===== src/rtl/setup_sweep_pkg.sv =====
// Shared state encoding and default constants for the setup-time sweep generator.
package setup_sweep_pkg;

  typedef enum logic [2:0] {
    S_IDLE,
    S_GAP,
    S_LEAD,
    S_EDGE,
    S_REL,
    S_DONE
  } state_t;

  localparam int DEF_MW          = 8;
  localparam int DEF_SETUP_START = 2;
  localparam int DEF_SETUP_STEP  = 1;
  localparam int DEF_SETUP_END   = 10;
  localparam int DEF_REF_HIGH    = 4;
  localparam int DEF_GAP         = 8;

endpackage


===== src/rtl/setup_sweep_gen_cnt.sv =====
// Loadable down-counter with zero flag; times the GAP, LEAD and EDGE phases.
module sweep_cnt #(
  parameter int W = 8
) (
  input  logic         clk,
  input  logic         reset,
  input  logic         load,
  input  logic [W-1:0] load_val,
  output logic         zero
);

  logic [W-1:0] cnt;

  // NOTE: sequential state is written with non-blocking assignments only, so
  // every flop samples pre-edge values regardless of block evaluation order.
  always_ff @(posedge clk) begin
    if (reset) begin
      cnt <= '0;
    end else if (load) begin
      cnt <= load_val;
    end else if (cnt != '0) begin
      cnt <= cnt - W'(1);
    end
  end

  assign zero = (cnt == '0);

endmodule


===== src/rtl/setup_sweep_gen.sv =====
// Setup-time sweep stimulus generator. Optional macro SETUP_SWEEP_NEG_EDGE_EN
// adds an edge_sel input choosing an active-low reference.
module setup_sweep_gen
  import setup_sweep_pkg::*;
#(
  parameter int MW          = DEF_MW,
  parameter int SETUP_START = DEF_SETUP_START,
  parameter int SETUP_STEP  = DEF_SETUP_STEP,
  parameter int SETUP_END   = DEF_SETUP_END,
  parameter int REF_HIGH    = DEF_REF_HIGH,
  parameter int GAP         = DEF_GAP
) (
  input  logic          clk,
  input  logic          reset,
  input  logic          start,
  input  logic          notify,
  output logic          data,
  output logic          reference,
  output logic [MW-1:0] margin,
  output logic          busy,
  output logic          done,
  output logic [MW-1:0] min_pass,
  output logic          min_pass_valid
`ifdef SETUP_SWEEP_NEG_EDGE_EN
  ,
  input  logic          edge_sel
`endif
);

  // Counter reload values are "duration - 1" since the zero cycle is the last one.
  localparam logic [MW-1:0] START_V = MW'(SETUP_START);
  localparam logic [MW-1:0] GAP_LD  = MW'(GAP - 1);
  localparam logic [MW-1:0] REF_LD  = MW'(REF_HIGH - 1);
  localparam logic [MW:0]   STEP_V  = (MW+1)'(SETUP_STEP);
  localparam logic [MW:0]   END_V   = (MW+1)'(SETUP_END);

  state_t        state, state_nxt;
  logic          cnt_load;
  logic [MW-1:0] cnt_val;
  logic          cnt_zero;
  logic          sweep_init;
  logic          lead_enter;
  logic          rel_exit;
  logic          ref_act;
  logic          viol;
  logic [MW:0]   margin_nxt;
  logic          last_step;

  // One extra bit so a step past 2^MW-1 is seen as "beyond the end", never a wrap.
  assign margin_nxt = {1'b0, margin} + STEP_V;
  assign last_step  = (margin_nxt > END_V);

  sweep_cnt #(.W(MW)) u_cnt (
    .clk      (clk),
    .reset    (reset),
    .load     (cnt_load),
    .load_val (cnt_val),
    .zero     (cnt_zero)
  );

  always_ff @(posedge clk) begin
    if (reset) state <= S_IDLE;
    else       state <= state_nxt;
  end

  // NOTE: every signal driven here gets a default first, so no path leaves
  // one unassigned and no latch is inferred.
  always_comb begin
    state_nxt  = state;
    cnt_load   = 1'b0;
    cnt_val    = GAP_LD;
    sweep_init = 1'b0;
    lead_enter = 1'b0;
    rel_exit   = 1'b0;
    case (state)
      S_IDLE: if (start) begin
        sweep_init = 1'b1;
        cnt_load   = 1'b1;
        state_nxt  = S_GAP;
      end
      S_GAP: if (cnt_zero) begin
        cnt_load   = 1'b1;
        cnt_val    = margin - MW'(1);
        lead_enter = 1'b1;
        state_nxt  = S_LEAD;
      end
      S_LEAD: if (cnt_zero) begin
        cnt_load  = 1'b1;
        cnt_val   = REF_LD;
        state_nxt = S_EDGE;
      end
      S_EDGE: if (cnt_zero) state_nxt = S_REL;
      S_REL: begin
        rel_exit = 1'b1;
        if (last_step) begin
          state_nxt = S_DONE;
        end else begin
          cnt_load  = 1'b1;
          state_nxt = S_GAP;
        end
      end
      S_DONE:  state_nxt = S_IDLE;
      default: state_nxt = S_IDLE;
    endcase

    busy    = (state != S_IDLE);
    done    = (state == S_DONE);
    data    = (state == S_LEAD) || (state == S_EDGE) || (state == S_REL);
    ref_act = (state == S_EDGE);
  end

  always_ff @(posedge clk) begin
    if (reset) begin
      margin         <= START_V;
      min_pass       <= '0;
      min_pass_valid <= 1'b0;
      viol           <= 1'b0;
    end else begin
      if (sweep_init) begin
        margin         <= START_V;
        min_pass       <= '0;
        min_pass_valid <= 1'b0;
      end
      if (lead_enter) begin
        viol <= 1'b0;
      end else if (((state == S_EDGE) || (state == S_REL)) && notify) begin
        viol <= 1'b1;
      end
      // notify in the REL cycle itself must also disqualify this step.
      if (rel_exit) begin
        if (!viol && !notify && !min_pass_valid) begin
          min_pass       <= margin;
          min_pass_valid <= 1'b1;
        end
        if (!last_step) margin <= margin_nxt[MW-1:0];
      end
    end
  end

`ifdef SETUP_SWEEP_NEG_EDGE_EN
  logic ref_pol;

  always_ff @(posedge clk) begin
    if (reset)           ref_pol <= 1'b0;
    else if (sweep_init) ref_pol <= edge_sel;
  end

  assign reference = ref_act ^ ref_pol;
`else
  assign reference = ref_act;
`endif

endmodule


===== config.mk =====
export PLATFORM = sky130hd
export DESIGN_NAME = setup_sweep_gen
export DESIGN_NICKNAME = d
export VERILOG_FILES = /design/src/rtl/setup_sweep_pkg.sv /design/src/rtl/setup_sweep_gen_cnt.sv /design/src/rtl/setup_sweep_gen.sv
export SDC_FILE = /design/constraint.sdc
export NUM_CORES = 1
export LEC_CHECK = 0
export ABC_AREA = 1
export CAP_MARGIN = 20
export CORE_ASPECT_RATIO = 0.75
export CORE_MARGIN = 2
export CORE_UTILIZATION = 49
export CTS_CLUSTER_DIAMETER = 40
export DETAILED_ROUTE_END_ITERATION = 10
export PLACE_DENSITY = 0.76
export REMOVE_ABC_BUFFERS = 1
export SYNTH_ARGS = -nofsm -noshare
export SYNTH_HDL_FRONTEND = slang
export SYNTH_SLANG_ARGS = --single-unit

===== constraint.sdc =====
create_clock -name clk -period 1.7 [get_ports clk]
set_clock_uncertainty 0.15 [all_clocks]
set_input_delay 0.34 -clock clk [delete_from_list [all_inputs] [get_ports clk]]
set_output_delay 0.34 -clock clk [all_outputs]
set_load 0.02 [all_outputs]

# Word-level counts from Yosys, hierarchy flattened
# Index checks and enable logic that the tools add are counted.
# classes
add_sub_neg	3
multipliers	0
n_div	0
magnitude_cmp	1
eq_ne	9
shift	0
n_mux	27
n_bitwise	0
reduce_logical	17
# ops
op	count
$mux W8	9
$mux W3	6
$pmux W8 S2	1
$sub A8 B1 Y8 const B	2
$pmux W3 S5	1
$add A8 B1 Y9 const B	1
$gt A9 B4 Y1 const B	1
$mux W1	9
$logic_not A8 Y1	1
$reduce_bool A8 Y1	1
$eq A3 B2 Y1 const B	2
$eq A3 B3 Y1 const B	2
$ne A2 B2 Y1 const B	3
$reduce_and A4 Y1	1
$reduce_or A2 Y1	2
$eq A3 B1 Y1 const B	1
$logic_and A1 B1 Y1	3
$logic_not A1 Y1	3
$logic_not A3 Y1	1
$logic_or A1 B1 Y1	3
$pmux W1 S3	1
$reduce_bool A3 Y1	1
$ne A2 B1 Y1 const B	1
$reduce_bool A2 Y1	1
# word_totals
reg_bits	29
latchBits	0
ramBits	0
rom_bits	0
inputBits	4
out_inout_bits	21
wordCells	63
n_memories	0

# Depth between registers and ports, before layout
# Gate-level depths: netlist (run 1).
# logic_depth
word_depth	5
depth_mapped	12
ltp_nobuf	12

# By module
# A second synthesis (run 1) with hierarchy kept.
# hier_totals
hier_cells	248
hier_area_um2	1702.9
# by_module_without_submodules
mod	instances	cells_per_inst	area_each_um2	seq_area_each_um2
setup_sweep_gen	1	178	1229.9	420.4
sweep_cnt	1	70	473.0	160.2

# Worst setup path before layout (run 1)
# Ideal clock, no wire load.
# synth_path
path_type	reg-to-reg
start	register margin[0]
end	register margin[1]
setup_ps	129
t_arrival_ps	1781
required_time_ps	1421
path_slack_ps	-361
path_stages_with_launch	12
n_path_buf	1
synth_period_minus_slack_ps	2061
path_cell_list	dfxtp_1 > inv_2 > ha_1 > inv_1 > nor2_1 > nor2_1 > nor2_1 > nor2_2 > nand4_4 > buf_6 > o21ai_0 > o211ai_1
# synth_between
elab_chain_cells	4
# synth_lines
element	line	rtl
start: declaration	setup_sweep_gen.sv:19	output logic [MW-1:0] margin,
start signal: assignment	setup_sweep_gen.sv:135	if (!last_step) margin <= margin_nxt[MW-1:0];
$add A8 B1 Y9 (*)	setup_sweep_gen.sv:50	assign margin_nxt = {1'b0, margin} + STEP_V;
$gt A9 B4 Y1	setup_sweep_gen.sv:51	assign last_step = (margin_nxt > END_V);
$mux W8 (*)	setup_sweep_gen.sv:135	
$mux W8 (*)	setup_sweep_gen.sv:130	if (rel_exit) begin
# Every way passes the cells marked *; elsewhere a longest branch is shown, timed or not.
# A chain may end at the register's enable or synchronous reset.

# Final worst setup path (run 1)
# layout_path
start	register margin[1]
end	register u_cnt.cnt[1]
# layout_between
elab_chain_cells	5
word_cells_on_any_way	9
classes_between	2 x add/sub; 1 x order compare; 5 x mux; 1 x reduce/logical
# layout_lines
element	line	rtl
$add A8 B1 Y9	setup_sweep_gen.sv:50	
$gt A9 B4 Y1	setup_sweep_gen.sv:51	
$mux W1	setup_sweep_gen.sv:95	if (last_step) begin
$pmux W1 S3	setup_sweep_gen.sv:75	case (state)
$mux W8 / $reduce_bool A2 Y1 (equally long branches)	--	
end signal: assignment	setup_sweep_gen_cnt.sv:20	cnt <= load_val;
end signal: assignment	setup_sweep_gen_cnt.sv:22	cnt <= cnt - W'(1);
end: declaration	setup_sweep_gen_cnt.sv:12	logic [W-1:0] cnt;
# Several ways; a longest one is shown, not always the timed one.

==> results.ini, run 1 <==
[yosys]
yosys_most_used_dff = dfxtp_1
async_flop_share_pct = 0
ys_top_cells_by_area = dfxtp_1, nand2_1, nor2_1, inv_1, nand3_1
syn_area_mm2 = 0.00181
yosysUniqueCellTypes = 38
ys_ff_latch = 29
synth.yosys.seq_area_share_pct = 32.1
ys_warn_count = 0
synth_top_cell_by_area = dfxtp_1
synth_top_cell_area_share_pct = 32.1
synth-edff-count = 0
avgSynthCellArea_um2 = 7.31
syn_inst = 247

[clock_network]
cts.sinks = 29
clkSlewWorstSetupHoldPaths_ns = 0.07
postCtsHoldBufs = 0
cts_buffers = 5
cts-root-buf = clkbuf_8
clock_latency_ns = 0.29
cts_tree = yes
cts_buffer_depth = 2
htreeDepth = 2

[drt]
dr.first_iter.drc_count = 260
wl_met1_mm = 2.87
drc = 0
drt-total-wl_mm = 6.75
viasPerCell = 5.49
antenna_left = 0
highest_layer = met4
wl_per_cell_um = 17.4
wl_met2_mm = 3.23
vias = 2137
wl_met3_um = 428
dr.pass1.iters = 6

[worst_setup_path]
timing.rr.end = u_cnt.cnt[1]
r2r_cells = 12
crit_top_cell = nor2_4
worst-r2r-setup-slack_ns = -0.30
cpPeakStageDelay_ns = 0.40
crit_chain = inv_4 > ha_4 > inv_4 > nor2_4 > nor2_4 > nor2_4 > nor2_4 > nand4_4 > buf_6 > nand3_2 > nand2_2 > a21oi_2
reg2reg_from = margin[1]
cp_data_arrival_time_ns = 2.07
slowest_stage = dfxtp_4
setup.worst_path.end_class = flop
critical_path_class = reg -> reg
cp_num_buf_inv = 3
cp_max_fo = 8
worstPathRequired_ns = 1.77
crit_end = u_cnt.cnt[1]
critPathTopFamily = simple AND/OR/NAND/NOR gates
critPathLaunch = margin[1]
path_depth = 12
start_kind = flop

[sta]
finalHoldViolCount = 0
max_freq_mhz = 499
setup_violations = 16
rsz0062_at_grt = true
period_minus_slack_ns = 2.00
fin_setup_tns_ns = -3.33
maxSlewViolCount = 0
fin_crit_sh_pct = 118
hold_ws_ns = 0.327
slew-limit-headroom_pct = 80.7
tightest_slew_ns = 0.289
fin_ws_ns = -0.303

[status]
status = complete, but fails checks
violations = setup timing

[final_layout]
fillCellCount = 181
syn_to_final_growth_pct = 70.5
finish.net_count = 345
postLayoutCellArea_mm2 = 0.00308
antennaDiodeCount = 0
drive_gt1_share_pct = 49.3

[floorplan]
rows = 19
core_mm2 = 0.00359
io_pins = 25
start_util_pct = 50.3
die_h_um = 56.6
die_w_um = 74.1
die_area_mm2 = 0.00419

[worst_hold_path]
min_path_type = reg -> reg
min_path_cells = 2

[global_route]
grt_pass1_vias = 1892
grt_max_degree = 13
antenna_found_initial = 0
grt_first_pass_wirelength_mm = 9.05
grtUsageTotal_pct = 29.2
grt-ovfl-total = 0

[pwr]
netSwitchingPower_w = 0.00146
p_leak_nw = 1.36
intPower_w = 0.00231
p_seq_share_pct = 23.6
clkPwrFrac_pct = 23.2
pwr-share-comb_pct = 53.2
p_sw_share_pct = 38.7
power_w = 0.00376
worst_ir_drop_vdd_mv = 1.06
p_per_area_mw_per_mm2 = 1220

[place]
postPlaceCellArea_mm2 = 0.00249
dp_hpwl_mm = 3.56
place.gp.congestion = 0.908
pre_cts_slack_ns = -0.298
io_buffers = 24

[run]
maxCapViolations = 0

## synth_stat cells, types with 2 or more instances
cell and number:
o211ai_1 3, xor2_1 7, nor2_1 36, o21ai_1 3, nand2_2 5, inv_1 34
nand4_4 2, ha_1 5, nand3_1 18, nor2_2 4, o32ai_1 8, or2_4 2
inv_2 2, a21oi_1 6, xnor2_1 4, nand2_1 36, nand3_2 3, buf_4 2
dfxtp_1 29, nand4_1 3, o21ai_0 10, buf_6 2, nor2_4 2, nor3_1 7
## worst min path at each step
stage | start | to | slack [ns]
after floorplan | reset | margin[2] | 0.26
after global placement | min_pass[0] | min_pass[0] | 0.31
after detailed placement | min_pass[2] | min_pass[2] | 0.31
after CTS | min_pass[2] | min_pass[2] | 0.32
after global routing | min_pass[2] | min_pass[2] | 0.34
final | min_pass[2] | min_pass[2] | 0.33
## per-layer routing
metal	GRT usage [%]	vias up
met5	0	-
met4	13.5	0
met3	8.26	24
met2	44.6	103
met1	37.8	1022
li1	-	988
## cell families (layout without fill, tap and decap cells)
logic type      Yosys count  count (layout)  share of synthesized area, %
fa+ha+maj                 5               5                          3.46
compound gates           35              35                          12.7
buf+inv                  44             134                          10.5
xor+xnor                 11              11                          5.33
flops                    29              29                          32.1
simple gates            123             123                          35.9
## metrics by stage
stage / utilization, % / instances
global route: 85.8 / 389
finish: 85.8 / 389
detailed placement: 69.3 / 370
CTS: 76.6 / 381
floorplan: - / 241
global placement: 69.3 / 370
## sequential cells by signal, indices dropped and copies added (netlist names)
register and count:
min_pass 8, u_cnt.cnt 8, min_pass_valid 1, viol 1, state 3, margin 8
## final cells by class
cell class                 instances  area [um2]  share of cell area [%]
clock buffer                       5        68.8                    2.23
clock inverter                     3        65.1                    2.11
inverter                          38         155                    5.04
multi-input combinational        174        1360                    44.2
sequential                        29         604                    19.6
tap                               52        65.1                    2.11
timing repair buffer              88         759                    24.7
## power groups by stage
stage / clock network, W / logic (W) / registers [W]
after detailed placement: 0 / 0.00173 / 0.000881
after global routing: 0.000904 / 0.00217 / 0.000902
after floorplan: 0 / 0.00106 / 0.000877
final: 0.000872 / 0.00200 / 0.000888
after CTS: 0.000869 / 0.00179 / 0.000866
after global placement: 0 / 0.00168 / 0.000877
## repair_timing
action / 4_1_cts / 5_1_grt
endpoints found under the hold margin: 0 / 0
pin swaps: 12 / 25
setup buffers: 3 / 9
endpoints found under the setup margin: 44 / 32
resized for setup: 81 / 65
## cell usage in the layout (no fill, tap or decap), types with 4 or more instances in the layout
master / instances
nand2_1: 27
dfxtp_1: 20
nor2_2: 7
a21oi_2: 4
dlygate4sd2_1: 14
buf_4: 55
o32ai_2: 6
o21ai_0: 7
xnor2_1: 4
clkbuf_8: 5
nand3_2: 7
xor2_1: 7
dfxtp_2: 4
nor2_1: 26
dfxtp_4: 5
inv_2: 5
nor2_4: 9
buf_6: 11
inv_1: 27
nand2_2: 12
nand3_1: 11
## worst min-delay path: stages (launching register included)
cell,delay [ns]
dfxtp_1,0.31
inv_1,0.04
o32ai_1,0.07
Power figures use the tool's default switching activity.
==> inputs of run 2 (changes only) <==
CORE_UTILIZATION = 39   (was 49)
PLACE_DENSITY = 0.63   (was 0.76)
==> results.ini, run 2 (synthesis results as in run 1) <==
[pwr]
clkPwrFrac_pct = 24.8  ; +1.6 points
p_seq_share_pct = 24.7  ; +1.1 points
p_sw_share_pct = 37.1  ; -1.6 points
intPower_w = 0.00223  ; -3.3%
p_per_area_mw_per_mm2 = 1180  ; -3.4%
p_leak_nw = 1.33  ; -1.7%
netSwitchingPower_w = 0.00131  ; -9.8%
worst_ir_drop_vdd_mv = 0.983  ; -7.2%
pwr-share-comb_pct = 50.5  ; -2.7 points

[global_route]
grtUsageTotal_pct = 22.5  ; -6.7 points
grt_first_pass_wirelength_mm = 8.77  ; -3.1%
grt_pass1_vias = 1883  ; -0.48%
grt_max_degree = 13  ; unchanged
antenna_found_initial = 0  ; unchanged
grt-ovfl-total = 0  ; unchanged

[worst_hold_path]
min_path_type = reg -> reg

[floorplan]
start_util_pct = 40.4  ; -9.9 points
core_mm2 = 0.00447  ; +24%
io_pins = 25  ; unchanged
rows = 21  ; +2
die_area_mm2 = 0.00520  ; +24%
die_w_um = 82.6  ; +11%
die_h_um = 62.9  ; +11%

[clock_network]
cts_buffers = 5  ; unchanged
htreeDepth = 2  ; unchanged
cts_buffer_depth = 2  ; unchanged
cts_tree = yes
cts-root-buf = clkbuf_8
clock_latency_ns = 0.29  ; about the same
cts.sinks = 29  ; unchanged
clkSlewWorstSetupHoldPaths_ns = 0.07  ; about the same

[final_layout]
postLayoutCellArea_mm2 = 0.00300  ; -2.6%
reg_top3 = margin (8), min_pass (8), u_cnt.cnt (8)
finalNonFillerCells = 396  ; +1.8%
syn_to_final_growth_pct = 66.1
antennaDiodeCount = 0  ; unchanged
final_cell_mix = buf_4, inv_1, nor2_1, nand2_1, dfxtp_1
final_common_cell = buf_4
drive_gt1_share_pct = 46.3  ; -2.9 points
finish.net_count = 347  ; +0.58%

[sta]
fin_crit_sh_pct = 110  ; -7.7 points
period_minus_slack_ns = 1.87  ; -0.131 ns
maxSlewViolCount = 0  ; unchanged
max_freq_mhz = 534  ; +7.0%
finalHoldViolCount = 0  ; unchanged
tightest_slew_ns = 0.261  ; -0.0283 ns
hold_ws_ns = 0.321  ; -0.00559 ns
fin_ws_ns = -0.173  ; +0.131 ns
setup_violations = 15  ; -1
rsz0062_at_grt = true
slew-limit-headroom_pct = 82.5  ; +1.8 points

[drt]
dr.first_iter.drc_count = 86  ; -67%
drc = 0  ; unchanged
viasPerCell = 4.82  ; -12%
drt-total-wl_mm = 5.42  ; -20%
dr.pass1.iters = 4  ; -2
vias = 1907  ; -11%
wl_per_cell_um = 13.7  ; -21%
antenna_left = 0  ; unchanged

[worst_setup_path]
critical_path_class = reg -> reg
cp_data_arrival_time_ns = 1.90  ; -0.17 ns
start_kind = flop
setup.worst_path.end_class = flop
worstPathRequired_ns = 1.73  ; -0.04 ns
cp_max_fo = 6  ; -2

[status]
violations = setup timing
status = complete, but fails checks

[place]
dp_hpwl_mm = 3.70  ; +3.8%
postPlaceCellArea_mm2 = 0.00249  ; about the same
pre_cts_slack_ns = -0.318  ; -0.0199 ns
place.gp.congestion = 0.898  ; -1.1%
io_buffers = 24  ; unchanged
dpl.cell_count = 376  ; +1.6%

[run]
maxCapViolations = 0  ; unchanged

run 2: changes by cell type in the layout (fill, tap and decap cells not counted), sizes merged:
cell / before / now
dlygate4sd2: 14 / 13
clkinvlp: 1 / 0
clkbuf: 5 / 7
buf: 68 / 69
inv: 35 / 36
run 2: power by group through the flow:
stage | sequential, W | clock (W) | combinational [W]
after global routing | 0.000892 | 0.000919 | 0.00197
after global placement | 0.000881 | 0 | 0.00166
final | 0.000876 | 0.000878 | 0.00179
after detailed placement | 0.000883 | 0 | 0.00168
after CTS | 0.000870 | 0.000876 | 0.00170
after floorplan | 0.000877 | 0 | 0.00106
run 2: final timing paths:
check | startpoint | to | slack [ns] | depth (start not counted)
max | margin[0] | margin[3] | -0.17 | 12
min | min_pass[7] | min_pass[7] | 0.32 | 2
max reg2reg | margin[0] | margin[3] | -0.17 | 12
min reg2reg | min_pass[7] | min_pass[7] | 0.32 | 2
run 2: per-layer routing:
| metal | track usage (%) | vias to the layer above | wire [um] |
|---|---|---|---|
| met5 | 0 | - | 0 |
| met4 | 9.84 | 0 | 95 |
| met3 | 4.77 | 11 | 204 |
| met2 | 33.8 | 34 | 2500 |
| met1 | 30.9 | 879 | 2620 |
| li1 | - | 983 | - |
run 2: cell type report:
| type | instances | area [um2] |
|---|---|---|
| flip-flops and latches | 29 | 604 |
| well taps | 57 | 71.3 |
| clock inverters | 3 | 65.1 |
| inverters | 38 | 154 |
| multi-input cells | 174 | 1290 |
| fillers | 362 | 1470 |
| clock buffers | 5 | 68.8 |
| repair buffers | 90 | 752 |
run 2: timing repair:
item	CTS	global route
pin swaps	16	22
hold buffers	0	0
resized for setup	87	41
setup buffers	7	5
endpoints found under the setup margin	35	35
run 2: worst max-delay path, stage by stage, from the launching register on:
cell and delay (ns):
dfxtp_4 0.39, inv_4 0.05, ha_4 0.24, inv_4 0.06, nor2_4 0.03, nor2_4 0.11, nor2_4 0.05, nor2_4 0.11
nand4_4 0.15, buf_4 0.18, buf_6 0.10, nand3_1 0.05, a21oi_1 0.07
run 2: through the flow:
step / util [%] / power [W] / TNS [ns]
finish: 67.2 / 0.00354 / -1.59
global placement: 55.7 / 0.00254 / -4.11
global route: 67.2 / 0.00378 / -3.44
detailed placement: 55.7 / 0.00256 / -5.14
floorplan: - / 0.00193 / -4.60
CTS: 63.4 / 0.00345 / -1.66
